`src/rtl/crossing_arbiter.sv`:
```
// ---------------------------------------------------------------------------
// crossing_arbiter
//
// Round-robin arbiter for a road crossing. Three requesters (NS cars,
// pedestrians, EW cars) share the intersection and one external 4-bit
// countdown timer. Requests are latched, one requester is granted at a time,
// and each grant is walked through its timed phases by loading and enabling
// the shared timer. Everything runs on the slow (1 Hz) phase clock.
//
// Ports:
//   clk        phase clock
//   rstb       asynchronous active-low reset
//   req_ns     NS car present (level)
//   req_ew     EW car present (level)
//   req_ped    pedestrian button (level)
//   timer_out  current count of the shared countdown timer
//   timer_en   timer count enable
//   timer_load one-cycle timer load strobe
//   timer_init timer load value, meaningful while timer_load=1
//   grant      one-hot {ns, ped, ew}, 000 when nobody owns the crossing
//   phase      0=IDLE 1=GREEN 2=YELLOW 3=WALK 4=ALLRED
//   pending    latched requests {ns, ped, ew}
// ---------------------------------------------------------------------------
module crossing_arbiter #(
    parameter logic [3:0] GREEN_TIME  = 4'd5,
    parameter logic [3:0] YELLOW_TIME = 4'd2,
    parameter logic [3:0] WALK_TIME   = 4'd4,
    parameter logic [3:0] ALLRED_TIME = 4'd1
) (
    input  logic       clk,
    input  logic       rstb,
    input  logic       req_ns,
    input  logic       req_ew,
    input  logic       req_ped,
    input  logic [3:0] timer_out,
    output logic       timer_en,
    output logic       timer_load,
    output logic [3:0] timer_init,
    output logic [2:0] grant,
    output logic [2:0] phase,
    output logic [2:0] pending
);

    typedef enum logic [2:0] {
        IDLE   = 3'd0,
        GREEN  = 3'd1,
        YELLOW = 3'd2,
        WALK   = 3'd3,
        ALLRED = 3'd4
    } state_e;

    state_e     state_q, state_d;
    logic [2:0] grant_q, grant_d;
    logic [2:0] pending_q, pending_d;
    logic [1:0] lastIdx_q, lastIdx_d;
    logic       armed_q, armed_d;
    logic       timerEn_q, timerEn_d;
    logic       timerLoad_q, timerLoad_d;
    logic [3:0] timerInit_q, timerInit_d;

    logic [2:0] reqVec;
    logic [2:0] clearVec;
    logic [2:0] winOneHot;
    logic [1:0] winIdx;
    logic       winValid;
    logic       expired;

    // Bit positions follow the {ns, ped, ew} packing: 2=NS, 1=PED, 0=EW.
    assign reqVec  = {req_ns, req_ped, req_ew};
    assign expired = armed_q && (timer_out == 4'd0);

    // Round-robin pick: the service order NS->PED->EW->NS walks the bit
    // index downwards cyclically, starting just after the last one served.
    always_comb begin
        winValid = |pending_q;
        winIdx   = 2'd0;
        case (lastIdx_q)
            2'd0: begin
                if (pending_q[2])      winIdx = 2'd2;
                else if (pending_q[1]) winIdx = 2'd1;
                else                   winIdx = 2'd0;
            end
            2'd1: begin
                if (pending_q[0])      winIdx = 2'd0;
                else if (pending_q[2]) winIdx = 2'd2;
                else                   winIdx = 2'd1;
            end
            default: begin
                if (pending_q[1])      winIdx = 2'd1;
                else if (pending_q[0]) winIdx = 2'd0;
                else                   winIdx = 2'd2;
            end
        endcase
        winOneHot = 3'b001 << winIdx;
    end

    // Phase sequencing. Every change into a timed phase fires one load
    // strobe; armed drops for that first cycle because the timer still
    // shows its old count until the load lands.
    always_comb begin
        state_d     = state_q;
        grant_d     = grant_q;
        lastIdx_d   = lastIdx_q;
        clearVec    = 3'b000;
        timerLoad_d = 1'b0;
        timerInit_d = timerInit_q;

        case (state_q)
            IDLE: begin
                grant_d = 3'b000;
                if (winValid) begin
                    state_d   = (winIdx == 2'd1) ? WALK : GREEN;
                    grant_d   = winOneHot;
                    lastIdx_d = winIdx;
                    clearVec  = winOneHot;
                end
            end
            GREEN: begin
                // A green with nobody else waiting simply parks at a zero
                // timer until a competing request shows up.
                if (expired && (pending_q != 3'b000)) begin
                    state_d = YELLOW;
                end
            end
            YELLOW, WALK: begin
                if (expired) begin
                    state_d = ALLRED;
                    grant_d = 3'b000;
                end
            end
            ALLRED: begin
                if (expired) begin
                    state_d = IDLE;
                end
            end
            default: begin
                state_d = IDLE;
                grant_d = 3'b000;
            end
        endcase

        if ((state_d != state_q) && (state_d != IDLE)) begin
            timerLoad_d = 1'b1;
            case (state_d)
                GREEN:   timerInit_d = GREEN_TIME;
                YELLOW:  timerInit_d = YELLOW_TIME;
                WALK:    timerInit_d = WALK_TIME;
                default: timerInit_d = ALLRED_TIME;
            endcase
        end

        armed_d   = (state_d == state_q) && (state_q != IDLE);
        timerEn_d = (state_d != IDLE);

        // Clear beats set, and the owner of the crossing cannot re-latch.
        pending_d = (pending_q | (reqVec & ~grant_q)) & ~clearVec;
    end

    // All outputs come straight from these registers.
    always_ff @(posedge clk or negedge rstb) begin
        if (!rstb) begin
            state_q     <= IDLE;
            grant_q     <= 3'b000;
            pending_q   <= 3'b000;
            lastIdx_q   <= 2'd0;
            armed_q     <= 1'b0;
            timerEn_q   <= 1'b0;
            timerLoad_q <= 1'b0;
            timerInit_q <= 4'd0;
        end else begin
            state_q     <= state_d;
            grant_q     <= grant_d;
            pending_q   <= pending_d;
            lastIdx_q   <= lastIdx_d;
            armed_q     <= armed_d;
            timerEn_q   <= timerEn_d;
            timerLoad_q <= timerLoad_d;
            timerInit_q <= timerInit_d;
        end
    end

    assign phase      = state_q;
    assign grant      = grant_q;
    assign pending    = pending_q;
    assign timer_en   = timerEn_q;
    assign timer_load = timerLoad_q;
    assign timer_init = timerInit_q;

endmodule

```
`config.mk`:
```
export PLATFORM = sky130hd
export DESIGN_NAME = crossing_arbiter
export DESIGN_NICKNAME = d
export VERILOG_FILES = /design/src/rtl/crossing_arbiter.sv
export SDC_FILE = /design/constraint.sdc
export NUM_CORES = 1
export LEC_CHECK = 0
export CORE_UTILIZATION = 50
export DETAILED_ROUTE_END_ITERATION = 6
export HOLD_SLACK_MARGIN = 0.06
export PLACE_DENSITY = 0.84
export SYNTH_ARGS = -nofsm -noshare
export SYNTH_HDL_FRONTEND = slang
export SYNTH_SLANG_ARGS = --single-unit
export TNS_END_PERCENT = 1
```
`constraint.sdc`:
```
create_clock -name clk -period 3.74 [get_ports clk]
set_clock_uncertainty 0.15 [all_clocks]
set_input_delay 0.748 -clock clk [delete_from_list [all_inputs] [get_ports clk]]
set_output_delay 0.748 -clock clk [all_outputs]
set_load 0.1 [all_outputs]
```
==> results_dict.tcl <==
set metrics [dict create \
    outcome "complete, but fails checks" \
    violations "DRC" \
    syn_area_sq_um 877.1 \
    cts_resized 0 \
    grt_max_degree 18 \
    ioPinCount 24 \
    antennaDiodeCount 0 \
    yosys-top-cells-area "dfrtp_1, o21ai_0, a21oi_1, inv_1, nor4_4" \
    cts.sinks 17 \
    startpoint_type "register" \
    max_freq_ghz 0.3702 \
    cts_tree "yes" \
    cts_inserted_buffers 3 \
    cap_violations 0 \
    ys_ff_latch 17 \
    hold_viol_final 0 \
    synthesis.nets 95 \
    post-synth-top-area-cell "dfrtp_1" \
    cp_slowest_cell "clkdlybuf4s50_1" \
    synth.distinct_cells 40 \
    path_clk_slew_ps 90 \
    critical-path-max-stage-delay_ps 1130 \
    ctsHtreeMaxLevel 1 \
    die_y_microns 43.88 \
    first_iter_violations 10 \
    slew_headroom_pct 34.68 \
    drv_slew 0 \
    cp_cell_sequence "clkdlybuf4s50_1" \
    grt_pass1_wl_microns 3098 \
    crit_family "buffers and inverters" \
    ys_seq_area_share_pct 48.50 \
    clk_latency_ps 290 \
    critPathRequiredTime_ps 2840 \
    fin_util_pct 69.60 \
    wl_microns 1728 \
    initial_core_util_pct 55.63 \
    grt_use_total_pct 22.62 \
    cts-root-buf "clkbuf_4" \
    synthToLayoutAreaGrowth_pct 25.11 \
    synth_commonest_cells "dfrtp_1, o21ai_0, inv_1" \
    synth_ff_type "dfrtp_1" \
    wl_per_cell_microns 14.16 \
    rsz0062_at_grt "no" \
    synth_top_area_share_pct 48.50 \
    cp.buffers_inverters 1 \
    drtAntennaViolNets 0 \
    vias 712 \
    cts_hold_buf 0 \
    fin_nets 116 \
    drive_gt1_share_pct 16.98 \
    path_max_fanout 3 \
    critPathArrivalTime_ps 1800 \
    grt_pass1_vias 683 \
    dieArea_sq_um 1925 \
    gr-total-overflow 0 \
    antenna_found_initial 0 \
    fillers 125 \
    worstSetupEndpointType "output pin" \
    post_cts_buffers 0 \
    tns_ps 0 \
    period_share_pct 72.22 \
    yosys_warnings 0 \
    tightest_slew_ps 976.7 \
    vias_per_cell 5.836 \
    syn_avg_cell_area_sq_um 10.20 \
    synth_edf_count 0 \
    period_minus_slack_ps 2701 \
    synthCells 86 \
    place_congestion 0.8286 \
    drc 1 \
    synth_most_common_cell "dfrtp_1" \
    dp_hpwl_microns 1269 \
    port-buffer-count 22 \
    pre_cts_ws_ps 1302 \
    setup_viol_count_final 0 \
    hp-class "register to register" \
    rows 14 \
    firstDrtPassIters 6 \
    cts_buffer_depth 2 \
    fp.dieW_microns 43.88 \
    core-area_sq_um 1577 \
    async_flop_share_pct 100.0 \
    worst_slack_ps 1039 \
    critPathKind "register to output pin" \
]
worst paths after layout:
kind	cells after the start	end	slack, ps	startpoint
min reg2reg	1	timer_init[0]	380	timer_init[0]
max in group asynchronous	1	grant[2]	2230	rstb
min	1	timer_init[0]	380	timer_init[0]
max reg2reg	3	pending[1]	2040	phase[2]
max	1	timer_init[2]	1040	timer_init[2]
min in group asynchronous	1	phase[2]	740	rstb
layout by cell type (no fill, tap or decap), types with 2 or more instances in the layout:
cell type | netlist | routed
o211ai_1 | 2 | 2
dfrtp_1 | 17 | 17
nand3_1 | 3 | 3
a21o_1 | 2 | 2
nor3_1 | 4 | 4
a2bb2oi_1 | 2 | 2
and2_1 | 2 | 2
o21ai_0 | 7 | 7
nor2_1 | 5 | 5
inv_1 | 6 | 6
clkbuf_4 | 0 | 3
a21oi_1 | 5 | 5
clkdlybuf4s50_1 | 0 | 16
buf_4 | 1 | 6
registers in the layout, summed over array words and instances (netlist names):
register,count
timer_init,3
pending,3
phase,3
timer_en,1
grant,3
lastIdx_q,2
timer_load,1
armed_q,1
cell type report:
cell class	instances	area, sq um	share of cell area (%)
Tap cell	16	20.02	1.824
Multi-Input combinational cell	57	397.9	36.26
Clock buffer	4	26.28	2.395
Sequential cell	17	425.4	38.77
Timing Repair Buffer	22	205.2	18.70
Inverter	6	22.52	2.052
kinds of logic (layout without fill, tap and decap cells):
| logic type | after synthesis | count (layout) | share of synthesized area [%] |
|---|---|---|---|
| AOI/OAI and AO/OA | 30 | 30 | 24.25 |
| and+or+nand+nor | 25 | 25 | 19.69 |
| DFF | 17 | 17 | 48.50 |
| buffers and inverters | 12 | 32 | 6.133 |
| xor gates and xnor gates | 1 | 1 | 0.9988 |
| other | 1 | 1 | 0.4275 |
metrics by stage:
stage	instances	hold WS (ps)	instance area, sq um
4_1_cts	122	383.2	1097
5_1_grt	122	421.2	1097
3_3_place_gp	118	342.9	1071
2_1_floorplan	86	302.4	877.1
6_report	122	379.2	1097
3_5_place_dp	118	362.2	1071
metal layers:
| layer | vias up | GRT usage (%) | wire (microns) |
|---|---|---|---|
| li1 | 353 | - | - |
| met1 | 334 | 28.38 | 788 |
| met2 | 21 | 36.12 | 826 |
| met3 | 4 | 6.667 | 82 |
| met4 | 0 | 10.30 | 30 |
| met5 | - | 0 | 0 |
Power is not shown: default switching activity piles up to over one toggle a cycle in this logic, so the estimate is an artifact.
